`src/rtl/shared_mem_arbiter.sv`:
```
// Arbiter sharing one single-port memory bus between instruction fetch and data access.
// Optional mem_ready watchdog enabled by defining ARB_TIMEOUT_EN.
//
// state | meaning
// IDLE  | no access in flight; arbitrate between data and fetch requests
// DATA  | data access: issue cycle, then mem_req held until mem_ready
// INST  | fetch access: issue cycle, then mem_req held until mem_ready
// RESP  | one-cycle done pulse; stale requests are not re-granted here
module shared_mem_arbiter #(
    parameter int ADDR_W       = 32,
    parameter int DATA_W       = 32,
    parameter int STARVE_LIMIT = 4
`ifdef ARB_TIMEOUT_EN
    ,
    parameter int TIMEOUT_CYCLES = 64
`endif
) (
    input  logic              clk,
    input  logic              rst,
    input  logic              if_req,
    input  logic [ADDR_W-1:0] if_addr,
    output logic [DATA_W-1:0] if_rdata,
    output logic              if_done,
    input  logic              dm_req,
    input  logic              dm_we,
    input  logic [ADDR_W-1:0] dm_addr,
    input  logic [DATA_W-1:0] dm_wdata,
    output logic [DATA_W-1:0] dm_rdata,
    output logic              dm_done,
    output logic              mem_req,
    output logic              mem_we,
    output logic [ADDR_W-1:0] mem_addr,
    output logic [DATA_W-1:0] mem_wdata,
    input  logic [DATA_W-1:0] mem_rdata,
    input  logic              mem_ready,
    output logic              freeze_if,
    output logic              freeze_pipe,
    output logic              bus_error
);

    localparam int SC_W = $clog2(STARVE_LIMIT + 1);
    localparam logic [SC_W-1:0] STARVE_MAX = SC_W'(STARVE_LIMIT);

    typedef enum logic [1:0] {
        IDLE = 2'd0,
        DATA = 2'd1,
        INST = 2'd2,
        RESP = 2'd3
    } state_t;

    state_t          state;
    state_t          state_nxt;
    logic [SC_W-1:0] starve_cnt;
    logic            owner_data;
    logic            lat_we;
    logic            busy;
    logic            grant_data;
    logic            grant_inst;
    logic            issue;
    logic            complete;
    logic            abort;

    assign busy       = (state == DATA) || (state == INST);
    assign grant_data = (state == IDLE) && dm_req && ((starve_cnt < STARVE_MAX) || !if_req);
    assign grant_inst = (state == IDLE) && if_req && !grant_data;
    assign issue      = busy && !mem_req;
    // mem_ready only counts once the bus request is actually visible to memory
    assign complete   = busy && mem_req && mem_ready;

`ifdef ARB_TIMEOUT_EN
    localparam int WC_W = $clog2(TIMEOUT_CYCLES + 1);
    localparam logic [WC_W-1:0] WAIT_LOAD = WC_W'(TIMEOUT_CYCLES - 1);

    logic [WC_W-1:0] wait_cnt;
    logic            err_flag;

    assign abort = busy && mem_req && !mem_ready && (wait_cnt == '0);

    always_ff @(posedge clk or negedge rst) begin
        if (!rst) begin
            wait_cnt <= '0;
            err_flag <= 1'b0;
        end else if (grant_data || grant_inst) begin
            wait_cnt <= WAIT_LOAD;
            err_flag <= 1'b0;
        end else if (abort) begin
            err_flag <= 1'b1;
        end else if (busy && mem_req && !mem_ready) begin
            wait_cnt <= wait_cnt - 1'b1;
        end
    end

    assign bus_error = (state == RESP) && err_flag;
`else
    assign abort     = 1'b0;
    assign bus_error = 1'b0;
`endif

    always_ff @(posedge clk or negedge rst) begin
        if (!rst) begin
            state <= IDLE;
        end else begin
            state <= state_nxt;
        end
    end

    always_comb begin
        state_nxt = state;
        case (state)
            IDLE: begin
                if (grant_data) begin
                    state_nxt = DATA;
                end else if (grant_inst) begin
                    state_nxt = INST;
                end
            end
            DATA, INST: begin
                if (complete || abort) begin
                    state_nxt = RESP;
                end
            end
            RESP:    state_nxt = IDLE;
            default: state_nxt = IDLE;
        endcase
    end

    always_ff @(posedge clk or negedge rst) begin
        if (!rst) begin
            starve_cnt <= '0;
            owner_data <= 1'b0;
            lat_we     <= 1'b0;
            mem_req    <= 1'b0;
            mem_we     <= 1'b0;
            mem_addr   <= '0;
            mem_wdata  <= '0;
            if_rdata   <= '0;
            dm_rdata   <= '0;
        end else begin
            if (grant_data || grant_inst) begin
                owner_data <= grant_data;
                lat_we     <= grant_data && dm_we;
                mem_addr   <= grant_data ? dm_addr : if_addr;
                if (grant_data) begin
                    mem_wdata <= dm_wdata;
                end
            end

            if (grant_data && if_req && (starve_cnt != STARVE_MAX)) begin
                starve_cnt <= starve_cnt + 1'b1;
            end else if (grant_inst) begin
                starve_cnt <= '0;
            end

            if (issue) begin
                mem_req <= 1'b1;
                mem_we  <= lat_we;
            end else if (complete || abort) begin
                mem_req <= 1'b0;
                mem_we  <= 1'b0;
            end

            if (complete && !lat_we) begin
                if (owner_data) begin
                    dm_rdata <= mem_rdata;
                end else begin
                    if_rdata <= mem_rdata;
                end
            end
        end
    end

    assign if_done     = (state == RESP) && !owner_data;
    assign dm_done     = (state == RESP) && owner_data;
    assign freeze_pipe = dm_req && !dm_done;
    assign freeze_if   = (if_req && !if_done) || freeze_pipe;

endmodule
```
`config.mk`:
```
export PLATFORM = sky130hd
export DESIGN_NAME = shared_mem_arbiter
export DESIGN_NICKNAME = d
export VERILOG_FILES = /design/src/rtl/shared_mem_arbiter.sv
export SDC_FILE = /design/constraint.sdc
export NUM_CORES = 1
export LEC_CHECK = 0
export ABC_AREA = 1
export BUFFER_PORTS_ARGS = -buffer_cell sky130_fd_sc_hd__clkbuf_2
export CORE_AREA = 2 2 126 104
export CTS_BUF_LIST = sky130_fd_sc_hd__clkbuf_2
export DETAILED_ROUTE_END_ITERATION = 8
export DIE_AREA = 0 0 128 106
export PLACE_DENSITY = 0.83
export SLEW_MARGIN = 20
export SYNTH_ARGS = -nofsm -noshare
export SYNTH_HDL_FRONTEND = slang
export SYNTH_SLANG_ARGS = --single-unit
```
`constraint.sdc`:
```
create_clock -name clk -period 2.1 [get_ports clk]
set_input_delay 0.105 -clock clk [delete_from_list [all_inputs] [get_ports clk]]
set_output_delay 0.105 -clock clk [all_outputs]
set_load 0.02 [all_outputs]
```
==> flow_summary_export.csv <==
group,metric,value,unit
status,status,"complete, no violations",
logic_synthesis,syn_inst,689,
floorplanning,start_util,47.5,%
grt,grt_pass1_vias,6348,
pwr,clock_power_share,13.4,%
logic_synthesis,synth.ff_latch_count,137,
final_layout,final_area,0.00896,sq mm
grt,grt_first_pass_wirelength,30600,um
job,cap_violations,0,
critical_path,start_kind,"register",
critical_path,path_cells,"ha_1 > nand2_1 > inv_1 > nor2_1 > clkbuf_2",
route,dr.first_iter.drc_count,443,
logic_synthesis,synthesis.nets,828,
cts,cts.clk_slew.worst_paths,0.19,ns
floorplanning,row_count,37,
final_layout,postLayoutCoreUtil,72.2,%
pwr,p_int,0.00644,W
place,place_ws,0.293,ns
cts,cts.sinks,137,
place,numPortBuffers,267,
pwr,seq_power_share,38.0,%
critical_path,critPathRequiredTime,2.00,ns
logic_synthesis,ys_warn_count,0,
grt,antenna_found_initial,1,
final_layout,final_common_cell,"clkbuf_2",
timing,tightest_slew,0.587,ns
critical_path,r2r_slack,0.22,ns
pwr,ir_worst_vdd,0.799,mV
timing,hold_viol,0,
grt,grt_max_degree,65,
route,ant_nets,0,
critical_path,path_buf_inv,2,
critical_path,cp_slowest_cell,"dfrtp_1",
critical_path,cp_max_fo,3,
timing,setup_viol,0,
floorplanning,io_pins,269,
timing,worst_slack,0.192,ns
place,gp_congestion,0.813,
grt,overflow,0,
final_layout,area_growth,51.8,%
route,detail_route.vias_per_cell,4.90,
critical_path,critical_path.top_delay_family,"flip-flops",
logic_synthesis,ys_types,23,
cts,post-cts-setup-buffers,0,
floorplanning,fp.dieH,106,um
logic_synthesis,yosysSeqAreaShare,58.1,%
timing,finalClockSkew,0.0299,ns
timing,max_clock_freq,524,MHz
timing,min_period,1.91,ns
logic_synthesis,synth-compound-area-share,6.15,%
timing,final.setup.tns,0,ns
route,finalWirelength,19000,um
critical_path,arrival,1.80,ns
logic_synthesis,synthAdderAreaFrac,1.06,%
cts,cts-root-buf,"clkbuf_2",
final_layout,drive_above_1_share,28.9,%
logic_synthesis,synth_xor_xnor_area_share,0,%
pwr,p_leak,5.13,nW
route,drc_errors,0,
pwr,pwr-share-comb,48.6,%
logic_synthesis,synth_area_per_cell,8.56,sq um
timing,slew_violations,0,
place,dp_hpwl,10600,um
logic_synthesis,synthMuxAreaShare,0,%
floorplanning,core_area,0.0124,sq mm
timing,slew-limit-headroom,60.9,%
route,num_vias,6155,
cts,cts_tree,"done",
cts,numCtsBuffers,17,
floorplanning,dieArea,0.0136,sq mm
route,firstDrtPassIters,7,
worst_hold_path,hold_path.class,"input pin to register",
final_layout,nFillCells,848,
final_layout,regArea,0.00343,sq mm
final_layout,final_cell_mix,"clkbuf_2, nand2_1, dfrtp_1",
place,placed_area,0.00736,sq mm
floorplanning,die_w,128,um
cts,insertion_delay,0.67,ns
timing,whs,0.159,ns
final_layout,multi_input_area,0.00197,sq mm
logic_synthesis,syn_area,0.00590,sq mm
critical_path,end_kind,"output pin",
timing,grt_setup_unrepaired,"no",
pwr,p_sw_share,46.2,%
cts,clockBufferDepth,2,
critical_path,slowest_delay,0.44,ns
cts,ctsHtreeMaxLevel,4,
logic_synthesis,yosys.area_share.simple,26.0,%
grt,grt_use_total,28.7,%
pwr,cellPowerDensity,1340,mW/mm^2
logic_synthesis,synth_top_family_by_area,"simple AND/OR/NAND/NOR gates",
pwr,p_sw,0.00554,W
timing,period_share,90.9,%
final_layout,nNetsFinal,1224,
critical_path,crit_type,"register to output pin",
route,post_drt_wl_per_cell,15.2,um
timing repair:
item                                    in CTS  in global routing
hold buffers                               135                  0
gates resized for setup                      0                  1
hold endpoints to repair                   274                  0
endpoints found under the setup margin       0                  1
routing by layer:
layer  wire, um  part of all wire, %  global-route usage, %
met1       7320                   39                   32.8
met2       9210                   48                   48.1
met3       1630                  8.6                   9.66
met4        856                  4.5                   14.9
met5          0                    0                      0
worst paths after layout:
check                                          start                   endpoint  cells past startpoint
max                             state[0]$_DFFE_PN0P_                freeze_pipe                      5
min                                      dm_wdata[6]   mem_wdata[6]$_DFFE_PN0P_                      4
max reg2reg                     state[0]$_DFFE_PN0P_    mem_addr[1]$_DFFE_PN0P_                      9
min reg2reg                mem_wdata[19]$_DFFE_PN0P_  mem_wdata[19]$_DFFE_PN0P_                      2
max in group asynchronous                        rst   mem_addr[16]$_DFFE_PN0P_                      4
min in group asynchronous                        rst    mem_addr[5]$_DFFE_PN0P_                      3
sequential cells by signal (all words and copies together) (netlist names):
name,flops
dm_rdata,32
if_rdata,32
mem_addr,32
mem_wdata,32
starve_cnt,3
state,2
lat_we,1
mem_req,1
mem_we,1
owner_data,1
Yosys cell counts (all sizes together):
cell,number,share of area [%]
o21ai,67,5.7
clkbuf,6,0.51
or2,1,0.11
a21boi,1,0.13
o22ai,1,0.11
nand3,40,3.6
ha,5,1.1
dfrtp,137,58
nand2,281,18
inv,81,5.2
conb,1,0.064
nand3b,32,4.1
buf,30,2.9
a21oi,2,0.23
nor2,4,0.30
layout make-up:
class	count	share of cell area, %
sequential	137	38.3
timing repair buffer	413	31.4
clock inverter	13	1.70
inverter	81	3.39
antenna	1	0.0279
tap	156	2.18
multi-input combinational	435	21.9
clock buffer	19	1.06
power groups by stage:
stage	Sequential [W]	Combinational, W	Clock (W)
5_1_grt	0.00468	0.00637	0.00178
2_1_floorplan	0.00592	0.00216	0
3_5_place_dp	0.00454	0.00553	0
3_3_place_gp	0.00453	0.00537	0
4_1_cts	0.00451	0.00572	0.00164
6_report	0.00456	0.00582	0.00160
through the flow:
stage	std cells	total power (W)
3_5_place_dp	1087	0.0101
2_1_floorplan	689	0.00808
6_report	1255	0.0120
4_1_cts	1254	0.0119
5_1_grt	1255	0.0128
3_3_place_gp	1087	0.00990
worst reg2reg max path, stage by stage, from the launching register on:
cell	delay, ns
dfrtp_1	0.41
inv_1	0.08
ha_1	0.24
nand2_1	0.16
inv_2	0.07
nand2_2	0.11
nand2_1	0.06
dlygate4sd3_1	0.55
nand3_1	0.07
nand2_1	0.05
kinds of logic (layout without fill, tap and decap cells):
family	after synthesis	count (layout)
AOI/OAI and AO/OA	71	71
adders and majority gates	5	5
other	1	2
buffers and inverters	117	526
DFF	137	137
and+or+nand+nor	358	358
(Power assumes the default switching activity.)
